### config.mk
export PLATFORM = sky130hd
export DESIGN_NAME = m8b_32b_pack_flat
export DESIGN_NICKNAME = d
export VERILOG_FILES = /design/src/rtl/m8b_32b_pack_pkg.sv /design/src/rtl/m8b_32b_pack_if.sv /design/src/rtl/m8b_32b_pack_out_reg.sv /design/src/rtl/m8b_32b_pack.sv /design/src/flat_wrapper.sv
export SDC_FILE = /design/constraint.sdc
export NUM_CORES = 1
export LEC_CHECK = 0
export ABC_AREA = 1
export ABC_CLOCK_PERIOD_IN_PS = 2800
export CAP_MARGIN = 5
export CORE_MARGIN = 10
export CORE_UTILIZATION = 40
export DETAILED_ROUTE_END_ITERATION = 8
export DONT_BUFFER_PORTS = 1
export HOLD_SLACK_MARGIN = 0.06
export PLACE_DENSITY = 0.62
export RECOVER_POWER = 25
export SYNTH_ARGS = -nofsm -noshare
export SYNTH_HDL_FRONTEND = slang
export SYNTH_SLANG_ARGS = --single-unit
export TNS_END_PERCENT = 20
### constraint.sdc
create_clock -name clk_4f -period 2.8 [get_ports clk_4f]
set_input_delay 0.56 -clock clk_4f [delete_from_list [all_inputs] [get_ports clk_4f]]
set_output_delay 0.56 -clock clk_4f [all_outputs]
set_load 0.05 [all_outputs]
### src/rtl/m8b_32b_pack_pkg.sv
// Shared constants and helpers for the narrow-to-wide packer.
// Optional parity output is enabled by defining PACK_PARITY_EN.
package pack_pkg;

    localparam int DEF_IN_W  = 8;
    localparam int DEF_RATIO = 4;
    localparam int OUT_W     = DEF_IN_W * DEF_RATIO;

    // Beat-index width; never narrower than one bit.
    function automatic int idx_w(input int ratio);
        return (ratio <= 2) ? 1 : $clog2(ratio);
    endfunction

    // Lane that the beat at position idx lands in.
    function automatic int lane_of(input int idx, input bit lsb_first, input int ratio);
        return lsb_first ? idx : (ratio - 1 - idx);
    endfunction

endpackage

### src/rtl/m8b_32b_pack_if.sv
// Bus bundle for the packer: narrow input side and wide output side.
// Defining PACK_PARITY_EN adds the per-lane parity_out signal.
// Handshake: a transfer happens on a rising edge where valid and ready are both 1;
// the producer holds data stable while valid && !ready, and valid never waits on ready.
interface m8b_32b_pack_if #(
    parameter int IN_W  = 8,
    parameter int RATIO = 4
);
    logic [IN_W-1:0]       data_in;
    logic                  valid_in;
    logic                  in_ready;
    logic                  flush;
    logic [IN_W*RATIO-1:0] data_out;
    logic                  valid_out;
    logic [RATIO-1:0]      lane_en;
    logic                  out_ready;
`ifdef PACK_PARITY_EN
    logic [RATIO-1:0]      parity_out;
`endif

    modport master (
        output data_in, valid_in, flush, out_ready,
        input  in_ready, data_out, valid_out, lane_en
`ifdef PACK_PARITY_EN
        , input parity_out
`endif
    );

    modport slave (
        input  data_in, valid_in, flush, out_ready,
        output in_ready, data_out, valid_out, lane_en
`ifdef PACK_PARITY_EN
        , output parity_out
`endif
    );

endinterface

### src/rtl/m8b_32b_pack_out_reg.sv
// One-deep registered output stage of the packer; also reports whether it can load.
// With PACK_PARITY_EN defined it registers per-lane even parity alongside the data.
module pack_out_reg #(
    parameter int IN_W  = 8,
    parameter int RATIO = 4
) (
    input  logic                  clk_4f,
    input  logic                  reset_L,
    input  logic                  load,
    input  logic [IN_W*RATIO-1:0] load_data,
    input  logic [RATIO-1:0]      load_lane_en,
    input  logic                  out_ready,
    output logic [IN_W*RATIO-1:0] data_out,
    output logic                  valid_out,
    output logic [RATIO-1:0]      lane_en,
`ifdef PACK_PARITY_EN
    output logic [RATIO-1:0]      parity_out,
`endif
    output logic                  load_ok
);

    logic [IN_W*RATIO-1:0] data_q, data_d;
    logic [RATIO-1:0]      lane_en_q, lane_en_d;
    logic                  valid_q, valid_d;

    assign load_ok = !valid_q || out_ready;

    always_comb begin
        data_d    = data_q;
        lane_en_d = lane_en_q;
        valid_d   = valid_q;
        if (load) begin
            data_d    = load_data;
            lane_en_d = load_lane_en;
            valid_d   = 1'b1;
        end else if (out_ready) begin
            valid_d   = 1'b0;
        end
    end

    always_ff @(posedge clk_4f) begin
        if (!reset_L) begin
            data_q    <= '0;
            lane_en_q <= '0;
            valid_q   <= 1'b0;
        end else begin
            data_q    <= data_d;
            lane_en_q <= lane_en_d;
            valid_q   <= valid_d;
        end
    end

    assign data_out  = data_q;
    assign lane_en   = lane_en_q;
    assign valid_out = valid_q;

`ifdef PACK_PARITY_EN
    logic [RATIO-1:0] parity_q, parity_d, parity_next;

    // Unfilled lanes are zero in load_data, so their parity is 0 automatically.
    always_comb begin
        parity_next = '0;
        for (int l = 0; l < RATIO; l++) begin
            parity_next[l] = ^load_data[l*IN_W +: IN_W];
        end
        parity_d = load ? parity_next : parity_q;
    end

    always_ff @(posedge clk_4f) begin
        if (!reset_L) parity_q <= '0;
        else          parity_q <= parity_d;
    end

    assign parity_out = parity_q;
`endif

endmodule

### src/rtl/m8b_32b_pack.sv
// Packs RATIO narrow beats into one wide word with backpressure, flush and lane order.
// Defining PACK_PARITY_EN adds the registered per-lane parity_out output.
module m8b_32b_pack #(
    parameter int IN_W      = 8,
    parameter int RATIO     = 4,
    parameter bit LSB_FIRST = 1'b1
) (
    input  logic          clk_4f,
    input  logic          reset_L,
    m8b_32b_pack_if.slave pif
);
    import pack_pkg::*;

    localparam int IDX_W = idx_w(RATIO);
    localparam int W_OUT = IN_W * RATIO;
    localparam logic [IDX_W-1:0] LAST_IDX = IDX_W'(RATIO - 1);

    logic [IDX_W-1:0] idx_q, idx_d;
    logic [W_OUT-1:0] buf_q, buf_d, buf_next;
    logic [RATIO-1:0] fill_q, fill_d, fill_next;
    logic [IDX_W-1:0] lane;
    logic             load_ok, accept, last_beat, do_flush, load;

    assign lane        = IDX_W'(lane_of(int'(idx_q), LSB_FIRST, RATIO));
    assign last_beat   = (idx_q == LAST_IDX);
    // Only the completing beat needs room in the output register.
    assign pif.in_ready = !(last_beat && !load_ok);
    assign accept      = pif.valid_in && pif.in_ready;
    assign do_flush    = pif.flush && load_ok && ((idx_q != '0) || accept);
    assign load        = (accept && last_beat) || do_flush;

    // Buffer contents including this cycle's beat; this is what a load captures.
    always_comb begin
        buf_next  = buf_q;
        fill_next = fill_q;
        if (accept) begin
            buf_next[lane*IN_W +: IN_W] = pif.data_in;
            fill_next[lane]             = 1'b1;
        end
    end

    always_comb begin
        idx_d  = idx_q;
        buf_d  = buf_q;
        fill_d = fill_q;
        if (load) begin
            idx_d  = '0;
            buf_d  = '0;
            fill_d = '0;
        end else if (accept) begin
            idx_d  = idx_q + IDX_W'(1);
            buf_d  = buf_next;
            fill_d = fill_next;
        end
    end

    always_ff @(posedge clk_4f) begin
        if (!reset_L) begin
            idx_q  <= '0;
            buf_q  <= '0;
            fill_q <= '0;
        end else begin
            idx_q  <= idx_d;
            buf_q  <= buf_d;
            fill_q <= fill_d;
        end
    end

    pack_out_reg #(
        .IN_W  (IN_W),
        .RATIO (RATIO)
    ) u_out_reg (
        .clk_4f       (clk_4f),
        .reset_L      (reset_L),
        .load         (load),
        .load_data    (buf_next),
        .load_lane_en (fill_next),
        .out_ready    (pif.out_ready),
        .data_out     (pif.data_out),
        .valid_out    (pif.valid_out),
        .lane_en      (pif.lane_en),
`ifdef PACK_PARITY_EN
        .parity_out   (pif.parity_out),
`endif
        .load_ok      (load_ok)
    );

endmodule

### src/flat_wrapper.sv
// flat-port wrapper written by rule: the top's interface ports become plain ports
module m8b_32b_pack_flat import pack_pkg::*;
#(
    parameter int IN_W      = 8,
    parameter int RATIO     = 4,
    parameter bit LSB_FIRST = 1'b1
)
  (clk_4f, reset_L, pif_data_in, pif_valid_in, pif_flush, pif_out_ready, pif_in_ready, pif_data_out, pif_valid_out, pif_lane_en);
  m8b_32b_pack_if #(.IN_W(IN_W), .RATIO(RATIO)) pif_i ();
  input  logic clk_4f;
  input  logic reset_L;
  input wire logic [$bits(pif_i.data_in)-1:0] pif_data_in;
  input wire logic [$bits(pif_i.valid_in)-1:0] pif_valid_in;
  input wire logic [$bits(pif_i.flush)-1:0] pif_flush;
  input wire logic [$bits(pif_i.out_ready)-1:0] pif_out_ready;
  output wire logic [$bits(pif_i.in_ready)-1:0] pif_in_ready;
  output wire logic [$bits(pif_i.data_out)-1:0] pif_data_out;
  output wire logic [$bits(pif_i.valid_out)-1:0] pif_valid_out;
  output wire logic [$bits(pif_i.lane_en)-1:0] pif_lane_en;
  assign pif_i.data_in = pif_data_in;
  assign pif_i.valid_in = pif_valid_in;
  assign pif_i.flush = pif_flush;
  assign pif_i.out_ready = pif_out_ready;
  assign pif_in_ready = pif_i.in_ready;
  assign pif_data_out = pif_i.data_out;
  assign pif_valid_out = pif_i.valid_out;
  assign pif_lane_en = pif_i.lane_en;
  m8b_32b_pack #(.IN_W(IN_W), .RATIO(RATIO), .LSB_FIRST(LSB_FIRST)) u_core (.clk_4f(clk_4f), .reset_L(reset_L), .pif(pif_i));
endmodule
Yosys cells after proc, flatten, opt, wreduce, memory -nomap -nowiden
Cells that the tools add are included. Widths: inputs -> output; s select.

Add/subtract/negate cells: 2. $lt $le $gt $ge: 2. Equality and inequality tests: 1. Shift operators: 2. Muxes and demuxes: 7. Bitwise logic cells: 2. Reduce and logical (&&, ||, !) cells: 15.

Operator list (number): $neg 5->34 (1); $shift 8x34->32 const A (1); $shiftx 8x34->32 (1); $bwmux 32 (1); $mux 32 (1); $logic_and 1x1->1 (6); $mux 4 (1); $or 4x4->4 (1); $reduce_bool 2->1 (2); $logic_not 1->1 (3); $logic_or 1x1->1 (3); $lt 2x3->1 const B (1); $mux 1 (3); $add 2x1->2 const B (1); $demux 1 s2 (1); $eq 2x2->1 const B (1); $ge 2x1->1 const B (1); $reduce_or 2->1 (1); $not 1->1 (1).

Flip-flop bits (word level): 75. Input bits: 13. Output and inout bits: 38. Word-level logic and storage cells: 37.

Longest topological paths before layout
Depth in word-level cells: 10. Mapped depth: 10. Depth with buffers taken out: 10.

By module
A second synthesis with hierarchy kept.

Cell total of the unflattened synthesis: 513. Area, all modules: 3450.8 um^2.

By module, submodules not included: m8b_32b_pack (times used 1, cells an instance 352, area each 2080.7 um^2, sequential area each 760.7 um^2); pack_out_reg (times used 1, cells an instance 161, area each 1370.1 um^2, sequential area each 740.7 um^2).

Least setup slack after synthesis
No wires, ideal clock.

Path type: flip-flop to flip-flop. Start point: reg u_core.u_out_reg.valid_q, in the netlist u_core.u_out_reg.valid_out. End point: reg u_core.u_out_reg.data_q[1], in the netlist u_core.u_out_reg.data_out[1]. Setup time: 113 ps. Arrival time: 1733 ps. Data required time: 2687 ps. Path slack: 954 ps. Cell stages (with the launch flop): 10. Buffers on the path: 2. Period minus slack after synthesis: 1846 ps. Cell sequence: dfxtp_1 > nand3_4 > nand2_4 > nand2_1 > nand2_2 > buf_6 > nor2_4 > buf_4 > nand2_1 > nand2_1.

Word-level cells in the longest chain between the ends: 9. Elaborated cells between the ends (all ways): 12. Classes of those cells: mux: 1; reduce/logical: 11.

RTL lines: start, declared (line m8b_32b_pack_out_reg.sv:24) `logic valid_q, valid_d;`; start signal, assigned (line m8b_32b_pack_out_reg.sv:49) `valid_q <= valid_d;`; $logic_not 1->1 (*) (line m8b_32b_pack_out_reg.sv:26) `assign load_ok = !valid_q || out_ready;`; $logic_or 1x1->1 (*) (line m8b_32b_pack_out_reg.sv:26); $logic_not 1->1 (*) (line m8b_32b_pack.sv:27) `assign pif.in_ready = !(last_beat && !load_ok);`; $logic_and 1x1->1 (*) (line m8b_32b_pack.sv:27); $logic_not 1->1 (*) (line m8b_32b_pack.sv:27); via pif_in_ready (line flat_wrapper.sv:16) `output wire logic [$bits(pif_i.in_ready)-1:0] pif_in_ready;`; $logic_and 1x1->1 (*) (line m8b_32b_pack.sv:28) `assign accept = pif.valid_in && pif.in_ready;`; $logic_or 1x1->1 (line m8b_32b_pack.sv:29) `assign do_flush = pif.flush && load_ok && ((idx_q != '0) || accept);`; $logic_and 1x1->1 (line m8b_32b_pack.sv:29); $logic_or 1x1->1 (line m8b_32b_pack.sv:30) `assign load = (accept && last_beat) || do_flush;`; end signal, assigned (line m8b_32b_pack_out_reg.sv:47) `data_q <= data_d;`; end, declared (line m8b_32b_pack_out_reg.sv:22) `logic [IN_W*RATIO-1:0] data_q, data_d;`.

The timed path passes the listed nets; every way through them passes the cells marked *. A chain may end at the register's enable or synchronous reset.

Worst setup path after layout
Start point: reg u_core.u_out_reg.valid_q, in the netlist u_core.u_out_reg.valid_out. End point: reg u_core.buf_q[13].

Word-level cells in the longest chain between the ends: 10. Elaborated cells between the ends (all ways): 13. Classes of those cells: mux: 1; reduce/logical: 12.

RTL lines: $logic_not 1->1 (*) (line m8b_32b_pack_out_reg.sv:26); $logic_or 1x1->1 (*) (line m8b_32b_pack_out_reg.sv:26); $logic_not 1->1 (*) (line m8b_32b_pack.sv:27); $logic_and 1x1->1 (*) (line m8b_32b_pack.sv:27); $logic_not 1->1 (*) (line m8b_32b_pack.sv:27); via pif_in_ready (line flat_wrapper.sv:16); $logic_and 1x1->1 (*) (line m8b_32b_pack.sv:28); $logic_or 1x1->1 (line m8b_32b_pack.sv:29); $logic_and 1x1->1 (line m8b_32b_pack.sv:29); $logic_or 1x1->1 (line m8b_32b_pack.sv:30); $reduce_or 2->1 (no line); end signal, assigned (line m8b_32b_pack.sv:64) `buf_q <= buf_d;`; end, declared (line m8b_32b_pack.sv:19) `logic [W_OUT-1:0] buf_q, buf_d, buf_next;`.

Marks and branches as above.

==> summary.md <==
| Metric | Value |
|---|---|
| Hold Path Class | input pin to flop |
| Asr flop ratio synth | 0% |
| # diodes | 0 |
| IO buf count | 0 |
| Layout area overhead | 8.35% |
| Slew HR | around 55% |
| Post-Synth Simple-Gate Area | 34.0% |
| Multi-input combinational cell area | approximately 1400 um2 |
| Pin count of the biggest net entering global routing | 43 |
| CP Data Required Time | 3.08 ns |
| Final setup violation count | 0 |
| Ys Warns | 0 |
| Hold path depth | 2 |
| P_leak | around 1.6 nW |
| Dominant combinational cell family by area after synthesis | simple AND/OR/NAND/NOR gates |
| Syn nets | around 470 |
| H-tree depth | 3 |
| Cell mode on critical path | nand2_2 |
| Worst path bufs/invs | 1 |
| Number of global-route vias before repair | 2,491 |
| Synth Area in Compound Gates | roughly 6.7% |
| Top cell family by delay on the critical path | simple AND/OR/NAND/NOR gates |
| Crit-path max cell delay | 0.74 ns |
| CTS root buf | clkbuf_8 |
| Final hold vios | 0 |
| Worst R2R Setup Slack | ~0.46 ns |
| Cells along the critical path | nand3_4, nand2_4, nand2_1, nand2_2, nand2_2, buf_4, nor2_1 |
| Die area | between 10,000 and 15,000 um2 |
| Post-synth EDFFs | 0 |
| Fraction of layout cells with a size suffix above 1 | 5.52% |
| Crit path launch type | flop |
| Core ar. | approximately 7700 um2 |
| CTS buffer count | 9 |
| First-pass GRT wire length | 12.2 mm |
| PnR Total Power | roughly 0.0025 W |
| Period utilization | about 84% |
| NumNets Final | 469 |
| Setup TNS | 0 ns |
| Adder-cell share of the synthesized area | under 10% |
| Reg2reg path depth | 7 |
| CTS tree | done |
| Hold Buf Count CTS | 0 |
| VDD IR-drop max | about 0.00021 V |
| Setup CP Type | flop to flop |
| Fill cells | roughly 820 |
| Final clock skew | ~0.0056 ns |
| Flops & latches, synth | between 70 and 80 |
| Critical R2R Launch | u_core.u_out_reg.valid_out |
| Most used flip-flop cell after synthesis | dfxtp_1 |
| 1st-iter DRT viols | 195 |
| Drt wl/cell | between 10 and 15 um |
| Sequential Area | between 1500 and 2000 um2 |
| Worst slew pin tran | around 0.67 ns |
| RSZ-0062 raised after global routing | no |
| Power per cell area | 735 nW/um2 |
| DRT antenna net count | 0 |
| Max Root-Sink Buffers | 2 |
| Status | finished, final reports clean |
| HPWL after DPL | roughly 5.6 mm |
| PostCTS Resize Cnt | 0 |
| Highest-delay cell along the critical path | dfxtp_1 |
| Mux contribution to synthesized area | 0% |
| Residual DRC | 0 |
| Drt pass-1 iters | 4 |
| Reg-to-Reg End | u_core.buf_q[13] |
| Site row count | 32 |
| Post-Synthesis Cells | 452 |
| Post-Route WL | 7.65 mm |
| Die height | about 110 um |
| Critical Path End Type | flop |
| Yosys cell types | 20 |
| Worst EP arrival | approximately 2.6 ns |
| Initial antenna violation count | 0 |
| Hold Startpoint | reset_L |
| Crit path max fanout | 29 |
| Clock transition at the registers of the reported paths | ~0.080 ns |
| Ports | between 50 and 60 |
| Worst-Skew Late Latency | about 0.35 ns |
| Initial Util | between 40% and 50% |
| Cell area after synthesis | 3190 um2 |
| Max Clk Rate | ~0.43 GHz |
| Setup Buffers After CTS | 0 |
| Final Max Slew Viols | 0 |
| Avg Inst Size Synth | just over 7 um2 |
| GPL Wtd Cong | between 0.8 and 0.9 |
| Synth Area in XOR/XNOR | 0% |
| Seq/Total Area, Yosys | between 40% and 50% |
| Max Cap Viol | 0 |
| Vias per inst | roughly 4.7 |
| Clock sinks | between 70 and 80 |
| Hold Path End | u_core.u_out_reg.data_out[24] |
| Via count | ~2,600 |
| Congestion Overflow GR | 0 |
| All-Layer GR Usage | a little over an eighth |
| Chip width | 109 um |
| Min Clock Period, post-route | between 2 and 2.5 ns |
## cells in the mapped netlist (2+ instances only)
cell,n,area share (%)
nand2_1,144,17
nor2_1,83,9.8
dfxtp_1,75,47
inv_1,43,5.1
a21oi_1,21,3.3
o21ai_0,21,3.3
nand3_1,16,2.5
nand4_1,11,2.2
buf_2,10,1.6
ha_1,8,3.1
buf_6,4,1.4
and2_1,3,0.59
buf_4,3,0.71
inv_2,2,0.24
nand2_2,2,0.39
nand2_4,2,0.71
## kinds of logic after synthesis
family,after synthesis
compound gates,43
buf+inv,63
flops,75
simple gates,263
fa+ha+maj,8
## how the worst max path moves through the flow
stage,slack (ns),depth (start not counted),start,end
detailed placement,0.45,8,u_core.u_out_reg.valid_out,u_core.u_out_reg.data_out[7]
CTS,0.43,8,u_core.u_out_reg.valid_out,u_core.u_out_reg.data_out[4]
finish,0.46,7,u_core.u_out_reg.valid_out,u_core.buf_q[13]
floorplan,0.95,9,u_core.u_out_reg.valid_out,u_core.u_out_reg.data_out[1]
global route,0.24,8,u_core.u_out_reg.valid_out,u_core.u_out_reg.data_out[5]
global placement,0.51,7,u_core.u_out_reg.valid_out,u_core.u_out_reg.data_out[22]
## per-stage QoR
stage          hold WS, ns  utilization [%]  setup WS, ns  area (um2)  std cells
2_1_floorplan        0.416                -         0.954        3190        452
3_3_place_gp         0.426             41.6         0.509        3220        539
3_5_place_dp         0.440             41.6         0.450        3220        539
4_1_cts              0.320             44.7         0.434        3460        555
5_1_grt              0.331             44.7         0.242        3460        555
6_report             0.333             44.7         0.458        3460        555
## report_power, final
group | switching (W) | total, W | leakage (nW) | internal, W
Sequential | 0.000167 | 0.00129 | 0.611 | 0.00112
Clock | 0.000391 | 0.00101 | 0.123 | 0.000614
Combinational | 0.000175 | 0.000250 | 0.829 | 0.0000746
Total | 0.000733 | 0.00254 | 1.56 | 0.00181
## area by class of cell
cell class	count	share of cell area, %
sequential	75	43.4
tap	102	3.69
inverter	46	4.99
multi-input combinational	314	40.5
clock buffer	11	4.09
timing repair buffer	2	0.434
clock inverter	5	2.90
## registers in the layout, indices dropped and copies added, names as in the netlist
register,cells
u_core.buf_q,32
u_core.fill_q,4
u_core.idx_q,2
u_core.u_out_reg.data_out,32
u_core.u_out_reg.lane_en,4
u_core.u_out_reg.valid_out,1
## routing by layer
| layer | GRT usage [%] | wire length, um |
|---|---|---|
| met5 | 0 | 0 |
| met4 | 6.32 | 142 |
| met3 | 4.97 | 626 |
| met2 | 21.0 | 3630 |
| met1 | 15.3 | 3260 |
## placed cells by master (no fill, tap or decap), drive strengths merged
cell / count
nand2: 148
clkinv: 3
o21ai: 22
dfxtp: 75
nand3: 17
clkbuf: 11
inv: 45
a21oi: 21
and2: 3
nand4: 11
buf: 2
bufinv: 3
ha: 8
nor2: 84
## worst reg2reg max path: stages, from the launching register on
cell and delay (ns):
dfxtp_1 0.74, nand3_4 0.35, nand2_4 0.21, nand2_1 0.08
nand2_2 0.23, nand2_2 0.21, buf_4 0.29, nor2_1 0.16
(Power assumes the default switching activity.)
